$ cat config.mk
export PLATFORM = sky130hd
export DESIGN_NAME = if_id_queue
export DESIGN_NICKNAME = d
export VERILOG_FILES = /design/src/rtl/if_id_queue.sv
export SDC_FILE = /design/constraint.sdc
export NUM_CORES = 1
export LEC_CHECK = 0
export CORE_UTILIZATION = 49
export DETAILED_ROUTE_END_ITERATION = 6
export GPL_TIMING_DRIVEN = 1
export PLACE_DENSITY = 0.75
export SYNTH_ARGS = -nofsm -noshare
export SYNTH_HDL_FRONTEND = slang
export SYNTH_SLANG_ARGS = --single-unit
export TNS_END_PERCENT = 5
$ cat constraint.sdc
create_clock -name i_clk -period 4.3 [get_ports i_clk]
set_input_delay 1.29 -clock i_clk [delete_from_list [all_inputs] [get_ports i_clk]]
set_output_delay 1.29 -clock i_clk [all_outputs]
set_load 0.005 [all_outputs]
$ cat src/rtl/if_id_queue.sv
`default_nettype none
// ============================================================================
// Module      : if_id_queue
// Description : Fetch-to-decode valid/ready queue carrying PC, instruction and
//               BTB prediction; registered storage, no fall-through, flushable.
// Revision    : 1.0 - initial release
// ============================================================================
module if_id_queue #(
  parameter int                 PC_W      = 32,
  parameter int                 INSTR_W   = 32,
  parameter int                 DEPTH     = 4,
  parameter logic [INSTR_W-1:0] NOP_INSTR = 32'h00000013,
  parameter int                 CNT_W     = $clog2(DEPTH + 1)
) (
  input  logic               i_clk,
  input  logic               i_rst_n,
  input  logic               i_valid,
  output logic               o_ready,
  input  logic [PC_W-1:0]    i_pc,
  input  logic [INSTR_W-1:0] i_instr,
  input  logic               i_pc_sel_BTB,
  input  logic [PC_W-1:0]    i_predict_pc,
  input  logic               i_flush,
  output logic               o_valid,
  input  logic               i_ready,
  output logic [PC_W-1:0]    o_pc,
  output logic [INSTR_W-1:0] o_instr,
  output logic               o_pc_sel_BTB,
  output logic [PC_W-1:0]    o_predict_pc,
  output logic [CNT_W-1:0]   o_count
);

  localparam int                 c_ptr_w    = (DEPTH > 1) ? $clog2(DEPTH) : 1;
  localparam logic [c_ptr_w-1:0] c_last_ptr = c_ptr_w'(DEPTH - 1);
  localparam logic [CNT_W-1:0]   c_full_cnt = CNT_W'(DEPTH);

  logic [PC_W-1:0]    r_pc_mem    [DEPTH];
  logic [INSTR_W-1:0] r_instr_mem [DEPTH];
  logic               r_sel_mem   [DEPTH];
  logic [PC_W-1:0]    r_ppc_mem   [DEPTH];

  logic [c_ptr_w-1:0] r_head;
  logic [c_ptr_w-1:0] r_tail;
  logic [CNT_W-1:0]   r_count;

  logic               w_push;
  logic               w_pop;
  logic [c_ptr_w-1:0] w_head_nxt;
  logic [c_ptr_w-1:0] w_tail_nxt;

  assign o_ready = (r_count < c_full_cnt);
  assign o_valid = (r_count != '0);
  assign o_count = r_count;

  // Flush suppresses both handshakes; readiness is judged on the pre-pop count.
  assign w_push = i_valid & o_ready & ~i_flush;
  assign w_pop  = o_valid & i_ready & ~i_flush;

  // Explicit compare keeps wrap correct for non-power-of-two depths.
  assign w_head_nxt = (r_head == c_last_ptr) ? '0 : r_head + 1'b1;
  assign w_tail_nxt = (r_tail == c_last_ptr) ? '0 : r_tail + 1'b1;

  always_ff @(posedge i_clk) begin
    if (!i_rst_n) begin
      r_head  <= '0;
      r_tail  <= '0;
      r_count <= '0;
    end else if (i_flush) begin
      r_head  <= '0;
      r_tail  <= '0;
      r_count <= '0;
    end else begin
      if (w_push) r_tail <= w_tail_nxt;
      if (w_pop)  r_head <= w_head_nxt;
      unique case ({w_push, w_pop})
        2'b10:   r_count <= r_count + 1'b1;
        2'b01:   r_count <= r_count - 1'b1;
        default: r_count <= r_count;
      endcase
    end
  end

  // Storage is intentionally unreset; occupancy alone defines validity.
  always_ff @(posedge i_clk) begin
    if (i_rst_n && w_push) begin
      r_pc_mem[r_tail]    <= i_pc;
      r_instr_mem[r_tail] <= i_instr;
      r_sel_mem[r_tail]   <= i_pc_sel_BTB;
      r_ppc_mem[r_tail]   <= i_predict_pc;
    end
  end

  assign o_pc         = o_valid ? r_pc_mem[r_head]    : '0;
  assign o_instr      = o_valid ? r_instr_mem[r_head] : NOP_INSTR;
  assign o_pc_sel_BTB = o_valid ? r_sel_mem[r_head]   : 1'b0;
  assign o_predict_pc = o_valid ? r_ppc_mem[r_head]   : '0;

endmodule
`default_nettype wire
# Word level (Yosys, flattened, before mapping)
# Memories as Yosys holds them, arrays and structs flattened. A register that Yosys moved wholly into a read port is not among the register bits.
# Cells that the tools add are included.
# classes
n_addsub,4
multipliers,0
div_mod_pow,0
magnitude_cmp,1
eq_ne,4
shifts,0
n_mux,17
n_bitwise,6
n_reduce_logical,4
# op_table
cell,count
$mux W32,3
$mux W2,10
$eq A2 B2 Y1 const B,3
$pmux W3 S2,1
$add A2 B1 Y2 const B,2
$and A1 B1 Y1,4
$add A3 B1 Y3 const B,1
$lt A3 B3 Y1 const B,1
$mux W1,3
$reduce_bool A3 Y1,1
$sub A3 B1 Y3 const B,1
$eq A2 B1 Y1 const B,1
$not A1 Y1,2
$reduce_bool A2 Y1,1
$reduce_or A2 Y1,1
$logic_and A1 B1 Y1,1
# word_totals
regBits,7
latch_bits,0
ram_bits,388
romBits,0
in_bits,102
out_inout_bits,102
mem_count,4
# memory_table
name,depth,word_bits,rd,rd_clocked_by_memory_dff,write_ports,line_no,source
r_instr_mem,4,32,1,1,1,38,logic [INSTR_W-1:0] r_instr_mem [DEPTH];
r_pc_mem,4,32,1,1,1,37,logic [PC_W-1:0] r_pc_mem [DEPTH];
r_ppc_mem,4,32,1,1,1,40,logic [PC_W-1:0] r_ppc_mem [DEPTH];
r_sel_mem,4,1,1,1,1,39,logic r_sel_mem [DEPTH];

# Logic depth before layout (Yosys ltp)
# Gate-level depths: netlist of the first run.
# depth
ltp_word,6
mapped_depth,8
mapped_depth_nobuf,8

# Worst setup path after synthesis of the first run
# No wires, ideal clock.
# synth_path
kind,input -> register
from,input i_flush
to,memory r_instr_mem[1][0] (enable)
arrival_ns,4.159
required_ns,3.833
slack_ns,-0.326
cell_stages,4
path_buffers,1
path_cell_list,nand2b_1 -> clkbuf_1 -> nor3b_1 -> and2_1
# synth_via
elab_chain_cells,5
# synth_lines
element,line_no,source
from (decl),23,"input logic i_flush,"
$not A1 Y1,56,assign w_push = i_valid & o_ready & ~i_flush;
$and A1 B1 Y1,56,
$logic_and A1 B1 Y1,85,if (i_rst_n && w_push) begin
$mux W1,85,
$mux W1 (not written as such),87,r_instr_mem[r_tail] <= i_instr;
to (decl),38,
# No other way between the ends.

==> results.yml, run 1 <==
status:
  status: "finished clean"
synthesis:
  yosys.area_share.simple_pct: 4.74
  synth_area_leaders: "edfxtp_1 77%, mux4_2 14%, nor2b_1 3.8%, dfxtp_1 1.2%, ha_1 0.50%"
  synthAdderAreaFrac_pct: 0.629
  synthTopCellsByCount: "388 x edfxtp_1, 97 x mux4_2, 93 x nor2b_1, 17 x clkbuf_1, 9 x dfxtp_1"
  synth_flop_cell: "edfxtp_1"
  synth-xor-area-share_pct: 0.116
  seq_area_frac_synth_pct: 78.2
  async_reset_ff_share_pct: 0
  synth_nets: 777
  synth_area_sq_um: 15100
  synth_cell_type_count: 26
  synth_cells: 668
  synth.most_common_cell: "edfxtp_1"
  synth_top_family_by_area: "multiplexers"
  synth_top_area_cell: "edfxtp_1"
  syn_area_per_cell_sq_um: 22.6
  synth-compound-area-share_pct: 0.182
  netlist.area_leader.share_pct: 77.0
  ys_ff_latch: 397
  yosysWarnings: 0
  muxShareOfSynthArea_pct: 14.6
  synth_edf_count: 388
power_and_ir_drop:
  p_leak_nw: 5.85
  total_power_mw: 7.74
  power_density_nw_per_um2: 408
  ir_drop_v: 0.000293
floorplanning:
  coreArea_sq_um: 30000
  rows: 63
  start_util_pct: 50.4
  num_io_pins: 204
  die_h_um: 178
  dieArea_sq_um: 31600
  die_w_um: 178
detailed_routing:
  drtAntennaViolNets: 0
  dr.pass1.iters: 4
  drc_errors: 0
  routedWlPerCell_um: 21.7
  routed-via-count: 7205
  viasPerCell: 5.45
  drtIter0Drc: 631
  routed_wl_mm: 28.7
finish:
  drive_gt1_share_pct: 18.7
  nNetsFinal: 1011
  multi_input_area_sq_um: 3080
  syn_to_final_growth_pct: 25.5
  nFillCells: 2038
  fin_cells: 1323
  register_area_sq_um: 11800
  finalInstanceArea_sq_um: 19000
sta:
  setup-violations-final: 0
  fmax_ghz: 0.254
  relSlewSlack_pct: 57.4
  tightestPinTransition_ns: 0.633
  hold_violations: 0
  rsz0062_at_grt: "false"
  finClkSkew_ns: 0.0118
  hold_slack_ns: 0.543
  slew_viol_final: 0
  period_share_pct: 91.5
  period_minus_slack_ns: 3.93
clocking:
  tritoncts: "yes"
  worstSkewPairLatency_ns: 0.52
  ctsResizeCount: 0
  clockBufferDepth: 3
  clockRootBuffer: "clkbuf_16"
  ctsHtreeMaxLevel: 2
  cts_sinks: 397
  ctsHoldBuffers: 0
  path_clk_slew_ns: 0.06
  cts_buffers: 39
  post_cts_buffers: 0
setup_path:
  worstPathArrival_ns: 2.64
  r2r_slack_ns: 2.15
  crit_chain: "buf_4, mux4_2, nor2b_1, clkdlybuf4s50_1"
  cp_max_fo: 17
  critPathTopFamily: "buffers and inverters"
  r2r-end: "o_count[2]"
  cp_slowest_cell: "dfxtp_4"
  worstSetupEndpoint: "o_predict_pc[16]"
  end_kind: "primary output"
  critPathKind: "register to primary output"
  cp.depth: 4
  reg2reg_depth: 8
  required_ns: 3.01
  cp.buffers_inverters: 2
  r2r-start: "o_count[2]"
  cp-start-kind: "register"
  critical-path-max-stage-delay_ns: 0.58
global_route:
  grt_pass1_vias: 7449
  grtUsageMet1_pct: 26.6
  grt_max_degree: 59
  globalRouteTotalUtil_pct: 18.7
  overflow: 0
  met3_usage_pct: 3.94
  grt_pass1_wl_mm: 43.6
  antenna_found_initial: 3
  gr-max-usage-layer: "met2"
  met2_usage_pct: 29.6
placement:
  io_buffers: 203
  hpwl_mm: 17.3
  gp_congestion: 0.716
  place_area_sq_um: 17800
  dp.cells: 1251
run:
  cap_violations: 0
worst_hold_path:
  hp-class: "register to register"
[through the flow]
stage	worst slack [ns]	setup TNS [ns]	utilization [%]
global placement	0.683	0	59.3
floorplan	-0.325	-94.64	-
CTS	0.286	0	63.2
finish	0.365	0	63.2
detailed placement	0.624	0	59.3
global route	0.193	0	63.2
[kinds of logic after synthesis]
kind of cell	count (synthesis)
DFF	397
muxes	100
xor gates and xnor gates	2
buffers and inverters	41
adders and majority gates	7
AOI/OAI and AO/OA	5
and+or+nand+nor	116
[layer usage]
metal  wire length [um]  up-vias
met3               2120       41
met2              14000      278
li1                   -     3183
met4                478        2
met5                  9        -
met1              12100     3701
[registers in the layout, indices dropped and copies added, names as in the netlist, named ones only]
signal / cells
o_count: 3
r_head: 2
r_instr_mem: 128
r_pc_mem: 128
r_ppc_mem: 128
r_sel_mem: 4
r_tail: 2
[tightest hold or removal path: cells and delay by family (launching register included)]
| family | cells | cell delay (ns) |
|---|---|---|
| AO/OA/AOI/OAI | 1 | 0.11 |
| flip-flops | 1 | 0.32 |
| AND/OR/NAND/NOR | 1 | 0.05 |
[layout make-up]
cell class,instances,area share [%]
inverter,8,0.158
clock buffer,56,5.48
tap,390,2.57
multi-input combinational,230,16.2
sequential,397,62.4
timing repair buffer,226,12.5
antenna,2,0.0264
clock inverter,14,0.626
[power by group]
part / total (mW) / switching [mW] / internal (mW)
combinational: 0.332 / 0.138 / 0.194
clock: 3.12 / 1.32 / 1.80
sequential: 4.29 / 0.0102 / 4.28
[layout by cell type, fill, tap and decap left out]
master / synthesis / routed
a21oi_1: 3 / 3
and2_4: 0 / 4
and2b_1: 1 / 1
buf_12: 0 / 14
buf_4: 6 / 9
bufinv_16: 0 / 2
clkbuf_1: 17 / 17
clkbuf_16: 0 / 39
clkdlybuf4s50_1: 0 / 203
clkinv_1: 0 / 6
clkinv_2: 0 / 4
clkinvlp_4: 0 / 1
dfxtp_1: 9 / 7
dfxtp_4: 0 / 2
diode_2: 0 / 2
edfxtp_1: 388 / 388
fa_1: 1 / 1
ha_1: 6 / 6
inv_1: 8 / 8
inv_6: 0 / 1
mux2i_1: 3 / 3
mux4_2: 97 / 97
nand2_1: 1 / 1
nand2b_1: 1 / 1
nor2_1: 8 / 8
nor2b_1: 93 / 93
nor3_4: 1 / 1
nor3b_1: 2 / 2
o21ai_0: 1 / 1
o31ai_1: 1 / 1
or2_1: 3 / 3
or3_1: 2 / 2
xor2_1: 2 / 2
[how the worst min path moves through the flow]
| stage | startpoint | slack, ns | endpoint | depth (start not counted) |
|---|---|---|---|---|
| 2_1_floorplan | r_head[0] | 0.46 | register | 2 |
| 3_3_place_gp | r_head[1] | 0.53 | register | 2 |
| 3_5_place_dp | r_head[0] | 0.55 | register | 2 |
| 4_1_cts | r_head[0] | 0.55 | register | 2 |
| 5_1_grt | r_head[0] | 0.60 | register | 2 |
| 6_report | r_head[0] | 0.54 | register | 2 |
No activity file was read; power rests on OpenSTA's default activity.
==> run 2: changes to the inputs <==
--- a/config.mk
+++ b/config.mk
@@ -5,6 +5,7 @@
 export SDC_FILE = /design/constraint.sdc
 export NUM_CORES = 1
 export LEC_CHECK = 0
+export CORE_MARGIN = 2
 export CORE_UTILIZATION = 49
 export DETAILED_ROUTE_END_ITERATION = 6
 export GPL_TIMING_DRIVEN = 1
==> run 2 against run 1 <==
Highest routed layer unchanged. Non-clock buffer count shrank 4. Sequential share of layout area shrank 0.14 points. Final cell count is essentially flat. Clock skew grew 0.0094 ns. Via count shrank 0.17%. First-iteration DRC count shrank 7.4%. Total power grew 1.3%. Global-route usage shrank 0.91 points. Critical endpoint is now o_pc[21].
==> results.yml, run 2 (same netlist as run 1, synthesis figures left out) <==
setup_path:
  required_ns: 3.01
  r2r-start: "o_count[2]"
  worstPathArrival_ns: 2.57
  r2r-end: "o_count[2]"
  end_kind: "primary output"
  r2r_slack_ns: 2.20
  cp-start-kind: "register"
  critPathKind: "register to primary output"
  reg2reg_depth: 8
  cp_max_fo: 15
finish:
  drive_gt1_share_pct: 18.9
  multi_input_area_sq_um: 3080
  final_common_cell: "edfxtp_1"
  reg_top3: "r_instr_mem x128, r_pc_mem x128, r_ppc_mem x128"
  finalInstanceArea_sq_um: 19000
  nNetsFinal: 1007
  nFillCells: 2082
  fin_cells: 1324
  most-common-layout-cells: "388 x edfxtp_1, 203 x clkdlybuf4s50_1, 97 x mux4_2"
  syn_to_final_growth_pct: 25.7
  register_area_sq_um: 11800
clocking:
  ctsHtreeMaxLevel: 2
  clockBufferDepth: 3
  post_cts_buffers: 0
  cts_sinks: 397
  ctsResizeCount: 0
  clockRootBuffer: "clkbuf_16"
  path_clk_slew_ns: 0.05
  cts_buffers: 39
  tritoncts: "yes"
  ctsHoldBuffers: 0
  worstSkewPairLatency_ns: 0.53
global_route:
  antenna_found_initial: 3
  grt_pass1_vias: 7520
  globalRouteTotalUtil_pct: 17.8
  grt_pass1_wl_mm: 43.9
  overflow: 0
  grt_max_degree: 98
worst_hold_path:
  worstHoldPathCells: 2
  hp-class: "register to register"
  hold_path_startpoint: "r_head[0]"
power_and_ir_drop:
  total_power_mw: 7.84
  p_int_mw: 6.37
  pwr-share-seq_pct: 54.7
  comb_power_share_pct: 4.3
  ir_drop_v: 0.000327
  p_sw_mw: 1.47
  p_leak_nw: 5.86
  power_frac_clock_pct: 41.0
  switching_share_pct: 18.8
  power_density_nw_per_um2: 412
floorplanning:
  num_io_pins: 204
  rows: 64
  die_h_um: 180
  start_util_pct: 49.6
  dieArea_sq_um: 32300
  die_w_um: 180
  coreArea_sq_um: 30500
sta:
  relSlewSlack_pct: 51.9
  period_minus_slack_ns: 3.86
  hold_slack_ns: 0.518
  tightestPinTransition_ns: 0.719
  slew_viol_final: 0
  rsz0062_at_grt: "false"
  setup_tns_ns: 0
  finClkSkew_ns: 0.0212
  setup-violations-final: 0
  period_share_pct: 89.9
  hold_violations: 0
  fmax_ghz: 0.259
detailed_routing:
  drc_errors: 0
  routed_wl_mm: 28.4
  viasPerCell: 5.43
  drtAntennaViolNets: 0
  drtIter0Drc: 584
  routedWlPerCell_um: 21.4
  dr.pass1.iters: 5
  routed-via-count: 7193
placement:
  hpwl_mm: 17.4
  gp_congestion: 0.717
  dp.cells: 1253
  io_buffers: 203
  place_area_sq_um: 17800
run:
  cap_violations: 0
status:
  status: "finished clean"
[run 2: cell count changes in the layout (fill, tap and decap cells not counted)]
cell,delta
clkinv_8,+1
clkinv_2,+1
clkbuf_1,-7
diode_2,-1
clkinv_4,+1
clkinv_1,+2
clkbuf_16,+1
buf_4,-4
bufinv_16,+1
[run 2: layer usage]
metal	vias up	wire [um]	GRT usage, %	part of all wire (%)
li1	3179	-	-	-
met1	3707	12300	25.5	43
met2	254	13800	28.1	48
met3	49	1760	4.21	6.2
met4	4	556	4.42	2.0
met5	-	20	0	0.070
[run 2: power groups by stage]
stage / Clock, mW / Combinational [mW] / Sequential (mW)
5_1_grt: 3.44 / 0.360 / 4.29
4_1_cts: 3.30 / 0.339 / 4.29
6_report: 3.22 / 0.333 / 4.29
3_5_place_dp: 0 / 0.337 / 4.37
2_1_floorplan: 0 / 0.106 / 4.38
3_3_place_gp: 0 / 0.329 / 4.37
[run 2: final cells by class]
type	instances	share of cell area, %
clock buffers	50	5.46
well taps	396	2.60
inverters	8	0.158
diodes	1	0.0132
multi-input cells	230	16.2
clock inverters	20	0.980
repair buffers	222	12.4
flip-flops and latches	397	62.2
[run 2: critical path: stages, from the launching register on]
cell             delay (ns)
dfxtp_4                0.49
buf_4                  0.35
mux4_2                 0.56
nor2b_1                0.16
clkdlybuf4s50_1        0.49
[run 2: worst max path at each step]
stage,to,slack [ns],depth (start not counted),start
floorplan,r_instr_mem[2][0],-0.33,4,i_flush
global placement,r_ppc_mem[0][5],0.74,5,i_flush
detailed placement,r_ppc_mem[0][5],0.66,5,i_flush
CTS,o_pc[21],0.37,4,register
global route,o_pc[21],0.29,4,register
finish,o_pc[21],0.44,4,register
[run 2: through the flow]
step | setup slack, ns | util (%)
2_1_floorplan | -0.325 | -
3_3_place_gp | 0.741 | 58.3
3_5_place_dp | 0.663 | 58.3
4_1_cts | 0.373 | 62.3
5_1_grt | 0.287 | 62.4
6_report | 0.436 | 62.4
